[config.mk]
export PLATFORM = sky130hd
export DESIGN_NAME = fetch_unit
export DESIGN_NICKNAME = d
export VERILOG_FILES = /design/src/rtl/fetch_unit.sv
export SDC_FILE = /design/constraint.sdc
export NUM_CORES = 1
export LEC_CHECK = 0
export ABC_AREA = 1
export BUFFER_PORTS_ARGS = -buffer_cell sky130_fd_sc_hd__buf_2
export CORE_UTILIZATION = 37
export CTS_CLUSTER_SIZE = 10
export DETAILED_ROUTE_END_ITERATION = 12
export HOLD_SLACK_MARGIN = 0.1
export PLACE_DENSITY = 0.7
export SLEW_MARGIN = 20
export SYNTH_ARGS = -nofsm -noshare
export SYNTH_HDL_FRONTEND = slang
export SYNTH_SLANG_ARGS = --single-unit
[constraint.sdc]
create_clock -name clk -period 3.4 [get_ports clk]
set_input_delay 1.02 -clock clk [delete_from_list [all_inputs] [get_ports clk]]
set_output_delay 1.02 -clock clk [all_outputs]
set_load 0.03 [all_outputs]
[src/rtl/fetch_unit.sv]
// Instruction-fetch stage: owns the PC, boots from the reset vector, loads the interrupt
// vector, restores popped PCs and fills the IF/ID register feeding the control unit.
module fetch_unit #(
  parameter int PC_WIDTH       = 32,
  parameter int INSTR_WIDTH    = 16,
  parameter int IMEM_AW        = 20,
  parameter int RESET_VEC_ADDR = 0,
  parameter int INT_VEC_ADDR   = 2
) (
  input  logic                   clk,
  input  logic                   rst,
  output logic [IMEM_AW-1:0]     imem_addr,
  input  logic [INSTR_WIDTH-1:0] imem_data,
  input  logic [1:0]             pc_sel,
  input  logic [PC_WIDTH-1:0]    branch_target,
  input  logic                   fetch_pc_enable,
  input  logic                   freeze_cu,
  input  logic                   flush,
  input  logic                   pop_pc2,
  input  logic                   pop_pc1,
  input  logic [15:0]            stack_rdata,
  output logic [PC_WIDTH-1:0]    pc,
  output logic [INSTR_WIDTH-1:0] if_id_instr,
  output logic [PC_WIDTH-1:0]    if_id_pc_next,
  output logic                   if_id_valid
);

  typedef enum logic [2:0] {BOOT_HI, BOOT_LO, RUN, VEC_HI, VEC_LO} state_t;

  localparam logic [INSTR_WIDTH-1:0] NOP = '0;

  state_t                 state_q, state_d;
  logic [PC_WIDTH-1:0]    pc_q, pc_d, pc_inc;
  logic [15:0]            pop_hi_q, pop_hi_d;
  logic [INSTR_WIDTH-1:0] instr_q, instr_d;
  logic [PC_WIDTH-1:0]    pc_next_q, pc_next_d;
  logic                   valid_q, valid_d;
  logic                   kill_ifid;

  assign pc_inc    = pc_q + PC_WIDTH'(1);
  assign kill_ifid = flush || (pc_sel == 2'b11) || pop_pc1;

  always_comb begin
    state_d   = state_q;
    pc_d      = pc_q;
    pop_hi_d  = pop_hi_q;
    instr_d   = instr_q;
    pc_next_d = pc_next_q;
    valid_d   = valid_q;
    imem_addr = pc_q[IMEM_AW-1:0];
    case (state_q)
      BOOT_HI: begin
        imem_addr            = IMEM_AW'(RESET_VEC_ADDR);
        pc_d[PC_WIDTH-1:16]  = imem_data;
        instr_d              = NOP;
        valid_d              = 1'b0;
        state_d              = BOOT_LO;
      end
      BOOT_LO: begin
        imem_addr   = IMEM_AW'(RESET_VEC_ADDR + 1);
        pc_d[15:0]  = imem_data;
        instr_d     = NOP;
        valid_d     = 1'b0;
        state_d     = RUN;
      end
      VEC_HI: begin
        imem_addr            = IMEM_AW'(INT_VEC_ADDR);
        pc_d[PC_WIDTH-1:16]  = imem_data;
        instr_d              = NOP;
        valid_d              = 1'b0;
        state_d              = VEC_LO;
      end
      VEC_LO: begin
        imem_addr   = IMEM_AW'(INT_VEC_ADDR + 1);
        pc_d[15:0]  = imem_data;
        instr_d     = NOP;
        valid_d     = 1'b0;
        state_d     = RUN;
      end
      RUN: begin
        // pop_pc1 uses the previously latched high half even if pop_pc2 is also set
        if (pop_pc1)                pc_d     = {pop_hi_q, stack_rdata};
        else if (pop_pc2)           pop_hi_d = stack_rdata;
        else if (pc_sel == 2'b11)   pc_d     = branch_target;
        else if (pc_sel == 2'b10)   state_d  = VEC_HI;
        else if (fetch_pc_enable)   pc_d     = pc_inc;

        if (kill_ifid) begin
          instr_d = NOP;
          valid_d = 1'b0;
        end else if (!freeze_cu) begin
          instr_d   = imem_data;
          pc_next_d = pc_inc;
          valid_d   = 1'b1;
        end
      end
      default: state_d = BOOT_HI;
    endcase
  end

  always_ff @(posedge clk) begin
    if (rst) begin
      state_q   <= BOOT_HI;
      pc_q      <= '0;
      pop_hi_q  <= '0;
      instr_q   <= NOP;
      pc_next_q <= '0;
      valid_q   <= 1'b0;
    end else begin
      state_q   <= state_d;
      pc_q      <= pc_d;
      pop_hi_q  <= pop_hi_d;
      instr_q   <= instr_d;
      pc_next_q <= pc_next_d;
      valid_q   <= valid_d;
    end
  end

  assign pc            = pc_q;
  assign if_id_instr   = instr_q;
  assign if_id_pc_next = pc_next_q;
  assign if_id_valid   = valid_q;

endmodule
==> flow_summary.ini <==
[cts]
cts-root-buf = clkbuf_16
cts_setup_buffers = 0
cts_hold_buf = 0
htreeDepth = 3
cts_made_buffers = 9
clkTransAtPathRegs_ns = 0.07
cts_tree = done
cts.sinks = 100
cts-resized-gates = 0
cts_buffer_depth = 2
clk_latency_ns = 0.36

[placement]
hpwl_um = 15100
placed_cells = 1328
preCtsSetupSlack_ns = 0.414
routabilityCongestion = 0.905
io_buffer_count = 173

[synth]
seq_area_frac_synth = 0.346
yosysWarnings = 0
synth_area_per_cell_um2 = 5.91
synth_top_area_cell = dfxtp_1
netlist_area_um2 = 5790
syn_inst = 980
ys_top_cells_by_area = dfxtp_1 (35%), nand2_1 (18%), nor2_1 (14%), o21ai_0 (7.1%), inv_1 (6.8%)
synth_top_area_frac = 0.346
syn-num-nets = 1054
synth.distinct_cells = 32
ys_seq_elements = 100

[sta]
max_freq_mhz = 316
period_needed_ns = 3.17
setup_slack_ns = 0.234
finClkSkew_ns = 0.0112
slew_headroom = 0.589
tightest_slew_ns = 0.616
hold_violations = 0
fin_crit_sh = 0.931
timing.setup.tns_ns = 0
finalSetupViolations = 0
rsz0062_at_grt = no
maxSlewViolCount = 0

[power_and_ir_drop]
switching_power_mw = 1.47
ir_drop_mv = 0.281
switching_share = 0.403
total_power_mw = 3.65
p_leak_nw = 3.65
internal_power_mw = 2.18
p_clk_frac = 0.286
power-per-cell-area_nw_per_um2 = 517
p_comb_frac = 0.318
p_seq_frac = 0.396

[drt]
ant_nets = 0
drcViolationCount = 0
dr.pass1.iters = 5
via_count = 6557
wl_per_cell_um = 15.1
routed_via_density = 4.88
drtIter0Drc = 574
routed_wl_um = 20300

[worst_setup_path]
worst-endpoint-arrival_ns = 2.15
r2r_end = pc[9]
r2r-start = state_q[2]
reg2reg_slack_ns = 0.82
worstSetupPathType = reg -> out
critPathCaptureType = primary output
slowest_stage = dfxtp_1
crit_fanout = 11
critPathMostFrequentCell = nor2_1
start_kind = flop
path_cells = nor2_1 > a21oi_1 > clkinv_1 > buf_4 > nor2_1 > buf_2
r2r_cells = 10
critPathMaxStageDelay_ns = 0.41
worst-endpoint-required_ns = 2.38

[cells_and_area]
final_cells = 1344
n_antenna_cell = 0
syn_to_final_growth_pct = 21.9
fill_cells = 1699
layout-drive-gt1-share = 0.193
finalNetCount = 1202
fin_util = 0.462

[global_route]
grt_first_pass_wirelength_um = 31300
overflow = 0
first_global_vias = 5809
grt_antenna_before_repair = 0
grt.total_usage = 0.254
grt_max_degree = 66

[die]
die_height_um = 127
ios = 174
die_w_um = 127
row_count = 45
core_area_um2 = 15300
fp.dieArea_um2 = 16100
start_util = 0.379

[worst_hold_path]
hold_depth = 2
holdPathEnd = if_id_instr[9]
min_from = if_id_instr[9]
hold_class = reg -> reg

[outcome]
outcome = finished clean

[flow_run]
maxCapViolations = 0
==> worst max path at each step <==
stage / to / depth (start not counted) / startpoint
after floorplan: imem_addr[0] / 4 / state_q[0]
after global placement: pc[3] / 9 / pop_pc1
after detailed placement: pc[0] / 9 / pop_pc1
after CTS: imem_addr[0] / 5 / state_q[0]
after global routing: imem_addr[10] / 6 / state_q[0]
final: imem_addr[10] / 6 / state_q[0]
==> per-layer routing <==
layer,vias to the layer above,GRT usage,wire [um]
li1,3295,-,-
met1,2950,0.352,9470
met2,283,0.405,9010
met3,29,0.0477,1440
met4,0,0.0672,352
met5,-,0,0
==> cell usage in the layout (no fill, tap or decap) <==
| master | n |
|---|---|
| nand2_1 | 282 |
| nor2_1 | 221 |
| buf_2 | 173 |
| inv_1 | 105 |
| dfxtp_1 | 100 |
| o21ai_0 | 82 |
| a21oi_1 | 60 |
| nand3_1 | 22 |
| xor2_1 | 14 |
| o21ai_1 | 10 |
| buf_4 | 10 |
| clkbuf_16 | 9 |
| inv_2 | 5 |
| clkinv_2 | 4 |
| nor2_2 | 4 |
| nand3b_1 | 4 |
| clkinv_1 | 3 |
| nand2_2 | 3 |
| o211ai_1 | 3 |
| nand3_2 | 2 |
| nor2_4 | 2 |
| a31oi_1 | 2 |
| clkbuf_1 | 2 |
| or2_4 | 1 |
| nand2_4 | 1 |
| nor3_2 | 1 |
| nand4_1 | 1 |
| xnor2_1 | 1 |
| nor3_4 | 1 |
| a2bb2oi_1 | 1 |
| ha_1 | 1 |
| bufinv_16 | 1 |
| clkinvlp_4 | 1 |
| buf_12 | 1 |
==> cell families after synthesis <==
family,Yosys count,synth area share
AO/OA/AOI/OAI,158,0.139
XOR/XNOR,15,0.0227
adder cells (fa/ha/maj),1,0.00216
buffers and inverters,161,0.116
flip-flops,100,0.346
AND/OR/NAND/NOR,545,0.374
==> synthesized netlist by cell type, drive strengths merged <==
library cell    n
nor3            2
nand3          24
nor2          227
clkinv          4
inv           110
or2             1
dfxtp         100
o21ai          92
o211ai          3
nand4           1
a2bb2oi         1
buf            22
nand2         286
nand3b          4
xnor2           1
a21oi          60
a31oi           2
ha              1
clkbuf         25
xor2           14
==> layout make-up <==
class,instances,area (um^2),share of cell area
inverter,114,429,0.0608
multi-input combinational,719,3120,0.441
clock buffer,11,233,0.0330
clock inverter,5,52.6,0.00745
timing repair buffer,184,961,0.136
tap,211,264,0.0374
sequential,100,2000,0.284
==> sequential cells by signal, summed over array words and instances, names as in the netlist <==
signal         count
if_id_pc_next     32
pc                32
if_id_instr       16
pop_hi_q          16
state_q            3
if_id_valid        1
==> critical path: cells and delay by family, from the launching register on <==
kind / cells / cell delay [ns]
simple gates: 2 / 0.20
buf+inv: 3 / 0.94
compound gates: 1 / 0.24
flops: 1 / 0.41
==> stage by stage <==
step	hold WS, ns	instance area, um^2
after floorplan	0.456	5790
after global placement	0.445	6770
after detailed placement	0.452	6770
after CTS	0.461	7060
after global routing	0.484	7060
final	0.461	7060
==> power by group through the flow <==
stage | sequential (mW) | clock [mW] | combinational [mW]
6_report | 1.45 | 1.04 | 1.16
5_1_grt | 1.46 | 1.10 | 1.27
4_1_cts | 1.44 | 1.05 | 1.16
3_5_place_dp | 1.47 | 0 | 1.15
3_3_place_gp | 1.47 | 0 | 1.14
2_1_floorplan | 1.60 | 0 | 0.620
(Power assumes the default switching activity.)
